[src/rtl/ifetch_queue_pkg.sv]
// Shared definitions for the instruction-fetch front end: reset PC default,
// NOP encoding, word-alignment mask, perf counter width and the queue entry type.
package ifetch_queue_pkg;

  localparam logic [31:0] IFQ_RESET_PC_DEFAULT = 32'h0000_0000;
  localparam logic [31:0] IFQ_NOP              = 32'h0000_0000;
  localparam logic [31:0] IFQ_WORD_MASK        = 32'hFFFF_FFFC;
  localparam int unsigned IFQ_PERF_W           = 32;

  typedef struct packed {
    logic [31:0] pc;
    logic [31:0] instr;
  } fetch_entry_t;

  // Force a fetch address onto a word boundary.
  function automatic logic [31:0] word_align(input logic [31:0] addr);
    return addr & IFQ_WORD_MASK;
  endfunction

endpackage

[src/rtl/ifetch_queue_if.sv]
// Fetch-side bus: instruction ROM port, redirect request from execute and
// the valid/ready delivery channel towards decode.
// master = fetch front end, slave = its environment (ROM, execute, decode).
interface ifetch_queue_if #(
  parameter int unsigned IMEM_AW = 10
);
  logic [IMEM_AW-1:0] imem_addr;
  logic [31:0]        imem_data;
  logic               redirect_valid;
  logic [31:0]        redirect_pc;
  logic               out_valid;
  logic               out_ready;
  logic [31:0]        out_instr;
  logic [31:0]        out_pc;
  logic [31:0]        out_pc4;

  modport master (
    output imem_addr, out_valid, out_instr, out_pc, out_pc4,
    input  imem_data, redirect_valid, redirect_pc, out_ready
  );

  modport slave (
    input  imem_addr, out_valid, out_instr, out_pc, out_pc4,
    output imem_data, redirect_valid, redirect_pc, out_ready
  );
endinterface

[src/rtl/ifetch_fifo.sv]
// DEPTH-entry storage queue of {pc, instr} pairs with push/pop/flush.
// Flush has priority over push/pop; pointers wrap modulo DEPTH (power of two).
module ifetch_fifo
  import ifetch_queue_pkg::*;
#(
  parameter int unsigned DEPTH = 4
) (
  input  logic                         clock,
  input  logic                         reset,
  input  logic                         push,
  input  logic                         pop,
  input  logic                         flush,
  input  fetch_entry_t                 wdata,
  output logic [$clog2(DEPTH+1)-1:0]   count,
  output fetch_entry_t                 head
);
  localparam int unsigned PW = $clog2(DEPTH);
  localparam int unsigned CW = $clog2(DEPTH+1);

  logic [PW-1:0] rd_ptr_q, rd_ptr_d;
  logic [PW-1:0] wr_ptr_q, wr_ptr_d;
  logic [CW-1:0] count_q,  count_d;
  fetch_entry_t  mem_q [DEPTH];
  fetch_entry_t  mem_d [DEPTH];

  // Next pointer/count/storage state from flush, push and pop.
  always_comb begin
    rd_ptr_d = rd_ptr_q;
    wr_ptr_d = wr_ptr_q;
    count_d  = count_q;
    mem_d    = mem_q;
    if (flush) begin
      rd_ptr_d = '0;
      wr_ptr_d = '0;
      count_d  = '0;
    end else begin
      if (push) begin
        mem_d[wr_ptr_q] = wdata;
        wr_ptr_d        = wr_ptr_q + 1'b1;
      end
      if (pop) begin
        rd_ptr_d = rd_ptr_q + 1'b1;
      end
      count_d = count_q + CW'(push) - CW'(pop);
    end
  end

  // Pointer and occupancy registers.
  always_ff @(posedge clock) begin
    if (!reset) begin
      rd_ptr_q <= '0;
      wr_ptr_q <= '0;
      count_q  <= '0;
    end else begin
      rd_ptr_q <= rd_ptr_d;
      wr_ptr_q <= wr_ptr_d;
      count_q  <= count_d;
    end
  end

  // Entry storage; contents are only observed through a valid count.
  always_ff @(posedge clock) begin
    mem_q <= mem_d;
  end

  assign count = count_q;
  assign head  = mem_q[rd_ptr_q];

endmodule

[src/rtl/ifetch_queue.sv]
// Instruction-fetch front end: fetch PC register, reset/redirect/normal
// priority and optional perf counters around an ifetch_fifo prefetch queue.
// Optional feature macro: IFETCH_PERF_CNT_EN (perf counters; ports read 0 otherwise).
module ifetch_queue
  import ifetch_queue_pkg::*;
#(
  parameter int unsigned IMEM_AW  = 10,
  parameter int unsigned DEPTH    = 4,
  parameter logic [31:0] RESET_PC = IFQ_RESET_PC_DEFAULT
) (
  input  logic                        clock,
  input  logic                        reset,
  ifetch_queue_if.master              bus,
  output logic [$clog2(DEPTH+1)-1:0]  level,
  output logic [IFQ_PERF_W-1:0]       perf_fetch,
  output logic [IFQ_PERF_W-1:0]       perf_stall,
  output logic [IFQ_PERF_W-1:0]       perf_flush
);
  localparam int unsigned CW = $clog2(DEPTH+1);

  logic [31:0]   fetch_pc_q, fetch_pc_d;
  logic [CW-1:0] count;
  fetch_entry_t  head;
  fetch_entry_t  wdata;
  logic          head_valid;
  logic          handshake;
  logic          fifo_push, fifo_pop, fifo_flush;

  assign head_valid = (count != '0);
  assign handshake  = head_valid & bus.out_ready;
  assign wdata      = '{pc: fetch_pc_q, instr: bus.imem_data};

  // Redirect outranks normal fetch; a same-cycle handshake is dropped with the flush.
  always_comb begin
    fifo_push  = 1'b0;
    fifo_pop   = 1'b0;
    fifo_flush = 1'b0;
    fetch_pc_d = fetch_pc_q;
    if (bus.redirect_valid) begin
      fifo_flush = 1'b1;
      fetch_pc_d = word_align(bus.redirect_pc);
    end else begin
      fifo_pop  = handshake;
      fifo_push = (count < CW'(DEPTH)) | handshake;
      if (fifo_push) begin
        fetch_pc_d = fetch_pc_q + 32'd4;
      end
    end
  end

  // Fetch PC register; reset outranks any redirect.
  always_ff @(posedge clock) begin
    if (!reset) begin
      fetch_pc_q <= RESET_PC;
    end else begin
      fetch_pc_q <= fetch_pc_d;
    end
  end

  ifetch_fifo #(
    .DEPTH (DEPTH)
  ) u_fifo (
    .clock (clock),
    .reset (reset),
    .push  (fifo_push),
    .pop   (fifo_pop),
    .flush (fifo_flush),
    .wdata (wdata),
    .count (count),
    .head  (head)
  );

  assign bus.imem_addr = fetch_pc_q[IMEM_AW+1:2];
  assign bus.out_valid = head_valid;
  assign bus.out_pc    = head_valid ? head.pc : '0;
  assign bus.out_instr = head_valid ? head.instr : IFQ_NOP;
  assign bus.out_pc4   = head_valid ? head.pc + 32'd4 : '0;
  assign level         = count;

`ifdef IFETCH_PERF_CNT_EN
  logic [IFQ_PERF_W-1:0] perf_fetch_q, perf_fetch_d;
  logic [IFQ_PERF_W-1:0] perf_stall_q, perf_stall_d;
  logic [IFQ_PERF_W-1:0] perf_flush_q, perf_flush_d;

  // Saturating event counters: pushes, full-and-not-draining cycles, redirects.
  always_comb begin
    perf_fetch_d = perf_fetch_q;
    perf_stall_d = perf_stall_q;
    perf_flush_d = perf_flush_q;
    if (fifo_push && perf_fetch_q != '1) begin
      perf_fetch_d = perf_fetch_q + 1'b1;
    end
    if (count == CW'(DEPTH) && !handshake && perf_stall_q != '1) begin
      perf_stall_d = perf_stall_q + 1'b1;
    end
    if (bus.redirect_valid && perf_flush_q != '1) begin
      perf_flush_d = perf_flush_q + 1'b1;
    end
  end

  // Perf counter registers.
  always_ff @(posedge clock) begin
    if (!reset) begin
      perf_fetch_q <= '0;
      perf_stall_q <= '0;
      perf_flush_q <= '0;
    end else begin
      perf_fetch_q <= perf_fetch_d;
      perf_stall_q <= perf_stall_d;
      perf_flush_q <= perf_flush_d;
    end
  end

  assign perf_fetch = perf_fetch_q;
  assign perf_stall = perf_stall_q;
  assign perf_flush = perf_flush_q;
`else
  assign perf_fetch = '0;
  assign perf_stall = '0;
  assign perf_flush = '0;
`endif

endmodule

[src/flat_wrapper.sv]
// flat-port wrapper written by rule: the top's interface ports become plain ports
module ifetch_queue_flat import ifetch_queue_pkg::*;
#(
  parameter int unsigned IMEM_AW  = 10,
  parameter int unsigned DEPTH    = 4,
  parameter logic [31:0] RESET_PC = IFQ_RESET_PC_DEFAULT
)
  (clock, reset, level, perf_fetch, perf_stall, perf_flush, bus_imem_addr, bus_out_valid, bus_out_instr, bus_out_pc, bus_out_pc4, bus_imem_data, bus_redirect_valid, bus_redirect_pc, bus_out_ready);
  ifetch_queue_if #(.IMEM_AW(IMEM_AW)) bus_i ();
  input  logic clock;
  input  logic reset;
  output logic [$clog2(DEPTH+1)-1:0] level;
  output logic [IFQ_PERF_W-1:0] perf_fetch;
  output logic [IFQ_PERF_W-1:0] perf_stall;
  output logic [IFQ_PERF_W-1:0] perf_flush;
  output wire logic [$bits(bus_i.imem_addr)-1:0] bus_imem_addr;
  output wire logic [$bits(bus_i.out_valid)-1:0] bus_out_valid;
  output wire logic [$bits(bus_i.out_instr)-1:0] bus_out_instr;
  output wire logic [$bits(bus_i.out_pc)-1:0] bus_out_pc;
  output wire logic [$bits(bus_i.out_pc4)-1:0] bus_out_pc4;
  input wire logic [$bits(bus_i.imem_data)-1:0] bus_imem_data;
  input wire logic [$bits(bus_i.redirect_valid)-1:0] bus_redirect_valid;
  input wire logic [$bits(bus_i.redirect_pc)-1:0] bus_redirect_pc;
  input wire logic [$bits(bus_i.out_ready)-1:0] bus_out_ready;
  assign bus_imem_addr = bus_i.imem_addr;
  assign bus_out_valid = bus_i.out_valid;
  assign bus_out_instr = bus_i.out_instr;
  assign bus_out_pc = bus_i.out_pc;
  assign bus_out_pc4 = bus_i.out_pc4;
  assign bus_i.imem_data = bus_imem_data;
  assign bus_i.redirect_valid = bus_redirect_valid;
  assign bus_i.redirect_pc = bus_redirect_pc;
  assign bus_i.out_ready = bus_out_ready;
  ifetch_queue #(.IMEM_AW(IMEM_AW), .DEPTH(DEPTH), .RESET_PC(RESET_PC)) u_core (.clock(clock), .reset(reset), .bus(bus_i), .level(level), .perf_fetch(perf_fetch), .perf_stall(perf_stall), .perf_flush(perf_flush));
endmodule
[config.mk]
export PLATFORM = sky130hd
export DESIGN_NAME = ifetch_queue_flat
export DESIGN_NICKNAME = d
export VERILOG_FILES = /design/src/rtl/ifetch_queue_pkg.sv /design/src/rtl/ifetch_queue_if.sv /design/src/rtl/ifetch_fifo.sv /design/src/rtl/ifetch_queue.sv /design/src/flat_wrapper.sv
export SDC_FILE = /design/constraint.sdc
export NUM_CORES = 1
export LEC_CHECK = 0
export CORE_MARGIN = 5
export CORE_UTILIZATION = 46
export DETAILED_ROUTE_END_ITERATION = 16
export PLACE_DENSITY = 0.73
export SYNTH_ARGS = -nofsm -noshare
export SYNTH_HDL_FRONTEND = slang
export SYNTH_SLANG_ARGS = --single-unit
[constraint.sdc]
create_clock -name clock -period 6.17 [get_ports clock]
set_clock_uncertainty 0.2 [all_clocks]
set_input_delay 1.851 -clock clock [delete_from_list [all_inputs] [get_ports clock]]
set_output_delay 1.851 -clock clock [all_outputs]
set_load 0.01 [all_outputs]
==> metrics <==
status=finished clean; Root Driver=clkbuf_16; endpoints failing hold=0; WL final=28,800 um; Final Max Tran Viols=0; Critical Path Start=u_core.u_fifo.rd_ptr_q[0]$_SDFFE_PP0P_; post-detail-place hpwl=roughly 19,000 um; via count=7,642; Tot GR Track Use=0.175; WL per Instance=19.7 um; layout cell share with drive strength beyond 1=0.103; reg-to-reg endpoint=u_core.u_fifo.count[2]$_SDFF_PP0_; Sink Count=285; initial core utilization=0.463; Fin Hold WS=0.351 ns; DRC viols=0; fmax=167 MHz; worst path arrival time=3.94 ns; Initial DRC Count=478; Setup Fix Bufs, Post-CTS=0; area share of the largest cell type after synthesis=0.565; Skew-Pair Late Insertion Delay=0.53 ns; I/O Pins=between 200 and 300; Crit path largest cell delay=0.67 ns; Worst Reg2Reg Path Length in Cells=13; Overflow after GRT=0; register bit total from synthesis=285; reg-to-reg startpoint=u_core.u_fifo.count[1]$_SDFF_PP0_; register area=8200 um2; die area=32,100 um2; CP required=4.12 ns; total negative slack=0 ns; largest net degree at the start of global routing=63; Non-Filler Instances=1,458; Site Rows=62; CTS Hold Bufs=0; Inst Count DP=approximately 1,400; vias in the first global route=7,538; Detailed Routing Iterations Pass 1=4; antenna violation net count after detailed routing=0; number of buffers created by CTS=28; Seq/Total Area, Yosys=0.621; Port Buffers=approximately 170; ys flop type=edfxtp_1; Filler cells=2,276; yosys warns=0; initial antenna violation count=1; H-tree Lvls=1; Period minus WS final=5.99 ns; Placer Congestion=0.845; core footprint=28,500 um2; Worst-Margin Slew=between 1 and 1.5 ns; crit path cell chain=buf_6 > mux4_1 > nand4_1 > or4_1 > or4_1 > a21oi_1 > clkdlybuf4s50_1; RSZ-0062 raised after global routing=no; endpoints failing setup=0; count of cell types in the netlist=56; Mapped Area=13,200 um2; Leakage=5.34 nW; most frequent cell after synthesis=edfxtp_1; syn_area_per_cell=14.8 um2; number of synthesized flops with an enable pin=around 250; CP Max Fanout=18; Worst Setup Start Kind=flip-flop; area leader, netlist=edfxtp_1; chip height=approximately 180 um; multi-input logic area=4240 um2; width of the die=179 um; Slowest-stage cell, CP=or4_1; Most common cell on crit path=or4_1; Tcrit/Tclk final=0.971; ANT cells=0; synth top area cells=edfxtp_1 56%, buf_4 6.4%, mux4_2 6.3%; critical path class=flip-flop to primary output; Rel. slew slack=0.328; PD cells=276 nW/um2; hold depth=0; clock-pin transition on the worst setup and hold timing paths=~0.06 ns; post-synthesis instance total=between 800 and 900; Max-Cap Viols=0; top post-synthesis cells by count=248 x edfxtp_1, 112 x buf_4, 67 x and2_1, 40 x o21ai_0; Worst setup EP type=primary output; vias per cell=5.24; CTS tree=yes; final net count=around 1,100; Area Growth Syn to Fin=19.5%; peak supply drop=about 0.17 mV; Hold/Removal Path Class=flip-flop to flip-flop; first-pass GRT wire length=43,300 um; hold path start=u_core.fetch_pc_q[29]$_SDFFE_PN0P_; Max Root-Sink Buffers=3; Hold Path End=u_core.u_fifo.mem_q[189]$_DFFE_PP_; Async S/R FF share, synth=0; reg-to-reg slack, setup=between 2 and 3 ns
[cell families after synthesis]
family	Yosys count	synth area share
flops	285	0.621
simple gates	243	0.107
buf+inv	168	0.0860
compound gates	87	0.0396
mux	69	0.119
xor+xnor	27	0.0179
fa+ha+maj	9	0.00911
other cells	1	0.000284
[area by class of cell]
type                    instances  share of cell area
well taps                     384              0.0305
inverters                      16             0.00381
clock inverters                16              0.0109
repair buffers                186               0.118
clock buffers                  36              0.0477
multi-input cells             535               0.269
flip-flops and latches        285               0.520
[state kept, by name, indices dropped and copies added, names as in the netlist]
signal,count
u_core.u_fifo.mem_q,248
u_core.u_fifo.rd_ptr_q,2
u_core.fetch_pc_q,30
u_core.u_fifo.count,3
u_core.u_fifo.wr_ptr_q,2
[cell usage in the layout (no fill, tap or decap), types with 8 or more instances in the layout]
cell             count
buf_4               12
xnor2_1             12
nand2_1             26
inv_1               14
mux4_2              39
conb_1             100
clkinv_1            10
dfxtp_1             35
or4_1                9
xor2_1              15
and3_1              10
nor2_1              31
edfxtp_1           248
and4_1               9
mux4_1              23
and2_1              67
nor3_1               9
clkbuf_16           29
or3_1               10
a21oi_1             18
clkdlybuf4s50_1    171
ha_1                 8
o21ai_0             40
nand3_1             19
nand4_1             23
[worst max-delay path by stage]
stage | slack, ns | endpoint | cells past startpoint
floorplan | 1.55 | bus_out_pc4[14] | 10
global placement | 0.67 | bus_out_pc4[26] | 7
detailed placement | 0.60 | bus_out_pc4[29] | 7
CTS | 0.02 | bus_out_pc4[29] | 7
global route | 0.005 | bus_out_pc4[31] | 7
finish | 0.18 | bus_out_pc4[29] | 7
[worst max-delay path, delay by kind of cell (launching register included)]
family	cells	cell delay, ns
flops	1	0.55
compound gates	1	0.22
simple gates	3	1.33
buf+inv	2	0.87
mux	1	0.42
[through the flow]
stage | util | power, mW | area (um2) | worst slack (ns)
3_3_place_gp | 0.521 | 2.68 | 14800 | 0.665
6_report | 0.553 | 4.35 | 15800 | 0.177
4_1_cts | 0.553 | 4.39 | 15800 | 0.0216
3_5_place_dp | 0.521 | 2.69 | 14800 | 0.602
5_1_grt | 0.553 | 4.51 | 15800 | 0.00526
2_1_floorplan | - | 2.52 | 13600 | 1.55
[timing repair]
action                                 4_1_cts  5_1_grt
setup endpoints to repair                    0        5
endpoints found under the hold margin        0        0
resized for setup                            0        4
[power by group]
part	internal [mW]	switching (mW)
Sequential	2.17	0.0465
Combinational	0.199	0.225
Clock	1.02	0.683
[metal layers]
metal / share of wire / routed length (um) / vias to the layer above / GRT usage
li1: - / - / 3538 / -
met1: 0.43 / 12400 / 3756 / 0.246
met5: 0.00024 / 7 / - / 0
met2: 0.47 / 13600 / 307 / 0.286
met3: 0.077 / 2220 / 39 / 0.0291
met4: 0.018 / 512 / 2 / 0.0432
Note: power is estimated with default switching activity, not from simulation.
